==> config.mk <==
export PLATFORM = sky130hd
export DESIGN_NAME = gbt_link_sequencer
export DESIGN_NICKNAME = d
export VERILOG_FILES = /design/src/rtl/gbt_seq_pkg.sv /design/src/rtl/gbt_los_debounce.sv /design/src/rtl/gbt_link_sequencer.sv
export SDC_FILE = /design/constraint.sdc
export NUM_CORES = 1
export LEC_CHECK = 0
export BUFFER_PORTS_ARGS = -buffer_cell sky130_fd_sc_hd__buf_2
export CELL_PAD_IN_SITES_DETAIL_PLACEMENT = 1
export CELL_PAD_IN_SITES_GLOBAL_PLACEMENT = 2
export CORE_ASPECT_RATIO = 1.2
export CORE_MARGIN = 2
export CORE_UTILIZATION = 32
export DETAILED_ROUTE_END_ITERATION = 10
export PLACE_DENSITY = 0.8
export SYNTH_ARGS = -nofsm -noshare
export SYNTH_HDL_FRONTEND = slang
export SYNTH_SLANG_ARGS = --single-unit
==> constraint.sdc <==
create_clock -name ClkRs_ix -period 2.65 [get_ports ClkRs_ix]
set_input_delay 0.1325 -clock ClkRs_ix [delete_from_list [all_inputs] [get_ports ClkRs_ix]]
set_output_delay 0.1325 -clock ClkRs_ix [all_outputs]
set_load 0.02 [all_outputs]
==> src/rtl/gbt_seq_pkg.sv <==
// Shared types and constants for the GBT link bring-up sequencer.
//   ckrs_t          : clock/reset bundle (clk, synchronous active-high reset)
//   gbt_seq_state_t : sequencer state encoding, also exported on state_o
//   DEBOUNCE_CYCLES : stability window of the optional LOS filter
package gbt_seq_pkg;

   typedef struct packed {
      logic clk;
      logic reset;
   } ckrs_t;

   typedef enum logic [2:0] {
      LOS      = 3'd0,
      RST      = 3'd1,
      WAIT_RDY = 3'd2,
      ALIGN    = 3'd3,
      UP       = 3'd4,
      BACKOFF  = 3'd5
   } gbt_seq_state_t;

   parameter int unsigned DEBOUNCE_CYCLES = 1024;

endpackage

==> src/rtl/gbt_los_debounce.sv <==
// SFP loss-of-signal conditioning: 2-FF synchroniser, optionally followed by a
// stability filter (macro GBT_LINK_SEQ_LOS_DEBOUNCE_EN).
// Ports:
//   clk_i  : frame clock
//   rst_i  : synchronous active-high reset
//   los_i  : raw asynchronous SFP LOS
//   los_o  : synchronised (and, if enabled, filtered) LOS
module gbt_los_debounce
   import gbt_seq_pkg::*;
(
   input  logic clk_i,
   input  logic rst_i,
   input  logic los_i,
   output logic los_o
);

   logic sync1_q, sync2_q;

   // Reset to "signal lost" so the sequencer never leaves LOS on stale data.
   always_ff @(posedge clk_i) begin
      if (rst_i) begin
         sync1_q <= 1'b1;
         sync2_q <= 1'b1;
      end else begin
         sync1_q <= los_i;
         sync2_q <= sync1_q;
      end
   end

`ifdef GBT_LINK_SEQ_LOS_DEBOUNCE_EN
   localparam int unsigned CntW = $clog2(DEBOUNCE_CYCLES);

   logic [CntW-1:0] cnt_q, cnt_d;
   logic            filt_q, filt_d;

   // Filtered value follows only after DEBOUNCE_CYCLES consecutive disagreeing samples.
   always_comb begin
      filt_d = filt_q;
      cnt_d  = '0;
      if (sync2_q != filt_q) begin
         if (cnt_q == CntW'(DEBOUNCE_CYCLES - 1)) begin
            filt_d = sync2_q;
         end else begin
            cnt_d = cnt_q + 1'b1;
         end
      end
   end

   always_ff @(posedge clk_i) begin
      if (rst_i) begin
         cnt_q  <= '0;
         filt_q <= 1'b1;
      end else begin
         cnt_q  <= cnt_d;
         filt_q <= filt_d;
      end
   end

   assign los_o = filt_q;
`else
   assign los_o = sync2_q;
`endif

endmodule

==> src/rtl/gbt_link_sequencer.sv <==
// GBT optical link bring-up and supervision controller (40 MHz frame clock).
// Resets the GBT core, releases bitslip alignment, qualifies the link on
// consecutive good headers, gates TX payload and retries with backoff.
// Optional LOS stability filter: define GBT_LINK_SEQ_LOS_DEBOUNCE_EN.
// Ports:
//   ClkRs_ix         : clk / synchronous active-high reset bundle
//   sfp_los_i        : SFP loss of signal (asynchronous)
//   link_ready_i     : GBT core RX/TX ready
//   rx_frame_valid_i : one received frame this cycle
//   rx_header_ok_i   : header of current frame correct (qualified by valid)
//   gbt_reset_o      : GBT core reset, active high
//   bitslip_reset_o  : 1 = bitslip alignment released
//   tx_enable_o      : payload may be transmitted
//   link_up_o        : link qualified
//   state_o          : current state encoding
//   retry_cnt_o      : saturating count of BACKOFF entries
module gbt_link_sequencer
   import gbt_seq_pkg::*;
#(
   parameter int unsigned RESET_CYCLES   = 64,
   parameter int unsigned READY_TIMEOUT  = 4000000,
   parameter int unsigned GOOD_FRAMES    = 32,
   parameter int unsigned MAX_HDR_ERR    = 4,
   parameter int unsigned BACKOFF_CYCLES = 400000,
   parameter int unsigned RETRY_W        = 8
) (
   input  ckrs_t              ClkRs_ix,
   input  logic               sfp_los_i,
   input  logic               link_ready_i,
   input  logic               rx_frame_valid_i,
   input  logic               rx_header_ok_i,
   output logic               gbt_reset_o,
   output logic               bitslip_reset_o,
   output logic               tx_enable_o,
   output logic               link_up_o,
   output logic [2:0]         state_o,
   output logic [RETRY_W-1:0] retry_cnt_o
);

   localparam int unsigned MaxA      = (RESET_CYCLES > READY_TIMEOUT) ? RESET_CYCLES
                                                                       : READY_TIMEOUT;
   localparam int unsigned MaxCycles = (MaxA > BACKOFF_CYCLES) ? MaxA : BACKOFF_CYCLES;
   localparam int unsigned TimerW    = (MaxCycles > 2) ? $clog2(MaxCycles) : 1;
   localparam int unsigned GoodW     = $clog2(GOOD_FRAMES + 1);
   localparam int unsigned ErrW      = $clog2(MAX_HDR_ERR + 1);

   localparam logic [TimerW-1:0] RstLast  = TimerW'(RESET_CYCLES - 1);
   localparam logic [TimerW-1:0] RdyLast  = TimerW'(READY_TIMEOUT - 1);
   localparam logic [TimerW-1:0] BackLast = TimerW'(BACKOFF_CYCLES - 1);

   gbt_seq_state_t     state_q, state_d;
   logic [TimerW-1:0]  timer_q, timer_d;
   logic [GoodW-1:0]   good_q, good_d;
   logic [ErrW-1:0]    err_q, err_d;
   logic [RETRY_W-1:0] retry_q, retry_d;
   logic               gbt_reset_q, gbt_reset_d;
   logic               bitslip_q, bitslip_d;
   logic               tx_en_q, tx_en_d;
   logic               link_up_q, link_up_d;
   logic               los_filt;

   gbt_los_debounce u_los_debounce (
      .clk_i (ClkRs_ix.clk),
      .rst_i (ClkRs_ix.reset),
      .los_i (sfp_los_i),
      .los_o (los_filt)
   );

   always_comb begin
      state_d = state_q;
      timer_d = '0;
      good_d  = '0;
      err_d   = '0;
      retry_d = retry_q;

      case (state_q)
         LOS: begin
            if (!los_filt) state_d = RST;
         end
         RST: begin
            timer_d = timer_q + 1'b1;
            if (timer_q == RstLast) state_d = WAIT_RDY;
         end
         WAIT_RDY: begin
            timer_d = timer_q + 1'b1;
            if (link_ready_i)              state_d = ALIGN;
            else if (timer_q == RdyLast)   state_d = BACKOFF;
         end
         ALIGN: begin
            timer_d = timer_q + 1'b1;
            good_d  = good_q;
            if (rx_frame_valid_i) good_d = rx_header_ok_i ? good_q + 1'b1 : '0;
            // Faults win over qualification in the same cycle.
            if (!link_ready_i || timer_q == RdyLast)  state_d = BACKOFF;
            else if (good_d == GoodW'(GOOD_FRAMES))   state_d = UP;
         end
         UP: begin
            err_d = err_q;
            if (rx_frame_valid_i) err_d = rx_header_ok_i ? '0 : err_q + 1'b1;
            if (!link_ready_i || err_d == ErrW'(MAX_HDR_ERR)) state_d = BACKOFF;
         end
         BACKOFF: begin
            timer_d = timer_q + 1'b1;
            if (timer_q == BackLast) state_d = RST;
         end
         default: state_d = LOS;
      endcase

      // LOS overrides everything, so a simultaneous fault never counts as a retry.
      if (los_filt) state_d = LOS;

      if (state_d != state_q) begin
         timer_d = '0;
         good_d  = '0;
         err_d   = '0;
      end

      if (state_d == BACKOFF && state_q != BACKOFF && retry_q != {RETRY_W{1'b1}}) begin
         retry_d = retry_q + 1'b1;
      end

      gbt_reset_d = (state_d == LOS) || (state_d == RST) || (state_d == BACKOFF);
      bitslip_d   = (state_d == ALIGN) || (state_d == UP);
      tx_en_d     = (state_d == UP);
      link_up_d   = (state_d == UP);
   end

   always_ff @(posedge ClkRs_ix.clk) begin
      if (ClkRs_ix.reset) begin
         state_q     <= LOS;
         timer_q     <= '0;
         good_q      <= '0;
         err_q       <= '0;
         retry_q     <= '0;
         gbt_reset_q <= 1'b1;
         bitslip_q   <= 1'b0;
         tx_en_q     <= 1'b0;
         link_up_q   <= 1'b0;
      end else begin
         state_q     <= state_d;
         timer_q     <= timer_d;
         good_q      <= good_d;
         err_q       <= err_d;
         retry_q     <= retry_d;
         gbt_reset_q <= gbt_reset_d;
         bitslip_q   <= bitslip_d;
         tx_en_q     <= tx_en_d;
         link_up_q   <= link_up_d;
      end
   end

   assign gbt_reset_o     = gbt_reset_q;
   assign bitslip_reset_o = bitslip_q;
   assign tx_enable_o     = tx_en_q;
   assign link_up_o       = link_up_q;
   assign state_o         = state_q;
   assign retry_cnt_o     = retry_q;

endmodule
---- Word-level counts from Yosys, hierarchy flattened ----
Index checks and enable logic that the tools add are counted.
Widths: inputs -> output; s select.
word-level totals
  bits in registers ....................... 47
  bits of input ports ..................... 6
  output and inout port bits .............. 15
  logic and storage cells ................. 63
cells by class
  add/sub/neg operators ................... 4
  equality and inequality tests ........... 17
  muxes and demuxes ....................... 15
  bitwise gates (word level) .............. 3
  reduce and logical (&&, ||, !) cells .... 14
operators with widths
  operator               count
  $mux 3                 11
  $add 22x1->22 const B  1
  $eq 22x19->1 const B   1
  $eq 22x22->1 const B   1
  $eq 22x6->1 const B    1
  $mux 6                 3
  $pmux 3 s6             1
  $eq 3x3->1 const B     5
  $eq 3x2->1 const B     3
  $reduce_or 3->1        3
  $add 8x1->8 const B    1
  $ne 8x8->1 const B     1
  $add 6x1->6 const B    1
  $eq 3x1->1 const B     2
  $eq 6x6->1 const B     1
  $logic_not 3->1        2
  $logic_or 1x1->1       5
  $reduce_or 4->1        1
  $add 3x1->3 const B    1
  $ne 3x3->1             1
  $ne 3x3->1 const B     1
  $not 1->1              3
  $logic_and 1x1->1      2
  $logic_not 1->1        1

---- Depth between registers and ports, before layout ----
  depth after elaboration ................. 12
  gate-level depth with buffers ........... 10
  mapped depth without buffers ............ 9

---- Cells and area by module ----
A second synthesis with hierarchy kept.
unflattened totals
  cell total of the unflattened synthesis .. 311
  area, all modules ....................... 2711.4 um2
by module, submodules not included
  module              instances  cells each  area each (um2)  sequential area each (um2)
  gbt_link_sequencer  1          307         2658.8           900.9
  gbt_los_debounce    1          4           52.6             40.0

---- Least setup slack after synthesis ----
Ideal clock, no wire load.
  path type ............................... flip-flop to flip-flop
  start ................................... register timer_q[10]
  end ..................................... register timer_q[8]
  setup time .............................. 0.062 ns
  arrival time ............................ 2.700 ns
  required time ........................... 2.588 ns
  slack ................................... -0.112 ns
  cell stages (with the launch flop) ...... 10
  buffers on the path ..................... 1
  period minus slack after synthesis ...... 2.762 ns
  path through ............................ dfxtp_1 or4_4 or4_1 o41ai_2 o31ai_2 o31ai_1 xnor2_1 o2111ai_2 buf_6 nor2_2
between the ends
  word-level cells in the longest chain between the ends .. 7
  elaborated cells between the ends (all ways) .. 13
  those cells by class .................... eq/ne: 4; mux: 7; reduce/logical: 2
RTL lines
  element                                     RTL line                                            RTL
  from (decl)                                 gbt_link_sequencer.sv:52                            logic [TimerW-1:0] timer_q, timer_d;
  from (signal assigned)                      gbt_link_sequencer.sv:141                           timer_q <= timer_d;
  $eq 22x22->1                                gbt_link_sequencer.sv:87, gbt_link_sequencer.sv:94
  $mux 3 or $logic_or 1x1->1 (tied branches)  gbt_link_sequencer.sv:87, gbt_link_sequencer.sv:94
  $mux 3, on equally long branches            gbt_link_sequencer.sv:86, gbt_link_sequencer.sv:94
  $pmux 3 s6 *                                gbt_link_sequencer.sv:76                            case (state_q)
  $mux 3 *                                    gbt_link_sequencer.sv:110                           if (los_filt) state_d = LOS;
  $ne 3x3->1 *                                gbt_link_sequencer.sv:112                           if (state_d != state_q) begin
  $reduce_or 3->1 (no line) *                 n/a
Mark *: on every way between the ends. The rest lies on a longest branch, timed or not.
A chain may end at the register's enable or synchronous reset.

---- Final worst setup path ----
  start ................................... register timer_q[15]
  end ..................................... register retry_q[2], in the netlist retry_cnt_o[2]
between the ends
  word-level cells in the longest chain between the ends .. 8
  elaborated cells between the ends (all ways) .. 14
  those cells by class .................... eq/ne: 4; mux: 7; reduce/logical: 3
RTL lines
  element                                     RTL line                                            RTL
  $eq 22x22->1                                gbt_link_sequencer.sv:87, gbt_link_sequencer.sv:94
  $mux 3 or $logic_or 1x1->1 (tied branches)  gbt_link_sequencer.sv:87, gbt_link_sequencer.sv:94
  $mux 3, on equally long branches            gbt_link_sequencer.sv:86, gbt_link_sequencer.sv:94
  $pmux 3 s6 *                                gbt_link_sequencer.sv:76
  $mux 3 *                                    gbt_link_sequencer.sv:110
  $eq 3x3->1 *                                gbt_link_sequencer.sv:118                           if (state_d == BACKOFF && state_q != BACKOFF && retry_q != {RETRY_W{1'b1}}) begin
  $logic_and 1x1->1 * (2 in series)           gbt_link_sequencer.sv:118
  to (signal assigned)                        gbt_link_sequencer.sv:144                           retry_q <= retry_d;
  to (decl)                                   gbt_link_sequencer.sv:55                            logic [RETRY_W-1:0] retry_q, retry_d;
Marked as above.

==> results.md <==
- Layout Nets: 412
- Synth cell types: 59
- Mapped Cells: 282
- Starting Density: 33.1%
- Max Fanout on Critical Path: 6
- Crit path cell chain: or4_4 > or2_4 > or4b_4 > buf_6 > o21bai_1 > or3_4 > o211ai_1 > buf_4 > or3_1 > a21oi_1
- Setup CP Type: register to register
- Status: finished with violations
- Pin count of the biggest net entering global routing: 15
- Clock power share: 56.7%
- Synth Warn #: 0
- Worst VDD drop: 542 uV
- DR vias: 2,876
- Number of global-route vias before repair: 3,539
- Pwr/cell area: 605 nW/um^2
- Sequential Power Share: 30.8%
- Required time worst endpoint: 2.90 ns
- Net Sw Frac: 32.0%
- Fill cells: 840
- RSZ-0062 raised after global routing: true
- Met1 Use GR: 24.4%
- Gr busiest metal: met2
- Area Growth Syn to Fin: 68.0%
- Rel. slew slack: 50.0%
- Commonest cells after routing, fill and taps aside: 66 x buf_4, 42 x dfxtp_1, 23 x clkbuf_8
- Slowest cell on crit path: or4b_4
- Area taken by multi-input logic gates: 1690 um^2
- Post-synth EDFFs: 0
- Tmin final: 3.14 ns
- Final Total Pwr: 2.46 mW
- Clk slew on worst S/H paths: 0.09 ns
- Slew @ Worst Pin: 0.750 ns
- Initial antenna violation count: 0
- Pint: 1.68 mW
- IO Pins: 21
- Top FF cell, synth: dfxtp_1
- Worst Hold Launch: ClkRs_ix[0]
- Die area: 8280 um^2
- Maxcap violations: 0
- Worst Setup End Kind: register
- DP Wirelength: 4960 um
- Worst setup SP type: register
- 1st-iter DRT viols: 168
- Tot GR Track Use: 28.8%
- FP Rows: 34
- Setup TNS: -14.18 ns
- Met2 usage: 40.3%
- Min-delay worst type: clock port to register
- Worst r2r src: timer_q[15]
- CP arrival: 3.39 ns
- Core Region: 7320 um^2
- Post-route insts no fill: 501
- Dpl cells: 442
- Final Hold Vio Count: 0
- Worst setup path start: timer_q[15]
- Setup slack at placement: -0.476 ns
- Violated checks: setup timing
- Switching power: 789 uW
- Via density: 5.74
- Syn_nets: 292
- Wire per inst: 22.7 um
- Global route overflow: 0
- Worst-Skew Late Latency: 0.32 ns
- Register Area: 947 um^2
- Comb power frac: 12.5%
- Cell Area, Synth: 2420 um^2
- DRC Markers: 0
- Clk_skew: 0.00487 ns
- Final period util: 119%
- Drt pass-1 iters: 4
- Peak Freq: 318 MHz
- Layout cells sized above 1: 48.9%
- Setup slack after layout: -0.491 ns
- Leakage Power: 1.63 nW
- Post-synth ARST share: 0%
- Register area share after synthesis: 38.8%
- Crit-path max cell delay: 0.57 ns
- Total Routed Length: 11,400 um
- TritonCTS clock tree: built
- Most common cell after layout, fill and taps aside: buf_4
- Die width: 83.4 um
- IO buf count: 19
- Antenna viol nets, final: 0
- Final setup viols: 53
- Avg Cell Area, Syn: 8.59 um^2
- Max Slew Vio Count: 0
- First-pass GRT wire length: 17,100 um
- Register bit total from synthesis: 47
- Antenna cells: 0
- Final Wtd Congestion: 0.901
- M3 GR Usage: 21.2%
- Die height: 99.3 um
-- synth_stat cells, drive strengths merged (3+ instances only) --
cell	n	area, um^2
buf	5	40.0
or2	4	27.5
and3	7	45.1
or3	7	43.8
dfxtp	47	941
nor3	7	35.0
inv	7	26.3
xnor2	12	105
nor2b	4	25.0
a21oi	16	80.1
ha	4	50.1
nor2	45	221
o31ai	4	35.0
clkbuf	4	16.3
nor4	5	31.3
o2111ai	3	32.5
xor2	11	96.3
nand3	17	85.1
nand2b	4	25.0
nand2	20	75.1
nand4	6	37.5
and4	3	26.3
or4	4	33.8
o21ai	7	35.0
-- cells by family after synthesis --
group	share of synthesized area [%]
AO/OA/AOI/OAI	13.7
XOR/XNOR	8.32
adder cells (fa/ha/maj)	2.07
buffers and inverters	3.41
flip-flops	38.8
multiplexers	0.413
AND/OR/NAND/NOR	33.2
-- through the flow --
step | util [%] | area, um^2 | hold slack [ns]
finish | 55.6 | 4070 | 0.124
detailed placement | 41.5 | 3040 | 0.0691
floorplan | - | 2440 | 0.0716
global route | 55.6 | 4070 | 0.141
CTS | 53.0 | 3880 | 0.126
global placement | 41.5 | 3040 | 0.0691
-- power by group through the flow --
stage               Sequential (mW)  Combinational (mW)  Clock [mW]
global route                  0.760               0.317        1.47
CTS                           0.750               0.244        1.36
finish                        0.758               0.309        1.40
global placement              0.766               0.180      0.0414
floorplan                     0.757              0.0970      0.0782
detailed placement            0.766               0.184      0.0414
-- final timing paths --
kind | slack, ns | cells after the start | endpoint
min | 0.12 | 4 | retry_cnt_o[7]
min reg2reg | 0.42 | 1 | u_los_debounce.los_o
max | -0.49 | 10 | retry_cnt_o[2]
max reg2reg | -0.49 | 10 | retry_cnt_o[2]
-- cell type report --
| class | instances | share of cell area (%) |
|---|---|---|
| Clock buffer | 39 | 13.5 |
| Timing Repair Buffer | 91 | 16.2 |
| Tap cell | 90 | 2.77 |
| Multi-Input combinational cell | 220 | 41.5 |
| Sequential cell | 47 | 23.3 |
| Clock inverter | 8 | 2.15 |
| Inverter | 6 | 0.553 |
-- per-layer routing --
layer	up-vias	part of all wire (%)
li1	1254	-
met1	1398	36
met2	157	51
met3	67	6.6
met4	0	5.9
met5	-	0
-- worst max-delay path: cells and delay by family (launching register included) --
family / cells / cell delay (ns)
AO/OA/AOI/OAI: 3 / 0.50
AND/OR/NAND/NOR: 5 / 1.89
buffers and inverters: 2 / 0.36
flip-flops: 1 / 0.33
-- flip-flops by register name, indices dropped and copies added, names as in the netlist --
register                cells
timer_q                    22
retry_cnt_o                 8
good_q                      6
err_q                       3
state_o                     3
bitslip_reset_o             1
gbt_reset_o                 1
link_up_o                   1
u_los_debounce.los_o        1
u_los_debounce.sync1_q      1
-- timing repair --
action                                  4_1_cts  5_1_grt
setup buffers                                10        7
endpoints found under the hold margin         1        0
gates resized for setup                      21       50
hold buffers                                  1        0
pin swaps                                    14       28
endpoints found under the setup margin       55       57
cloned                                        1        0
Power figures use the tool's default switching activity.
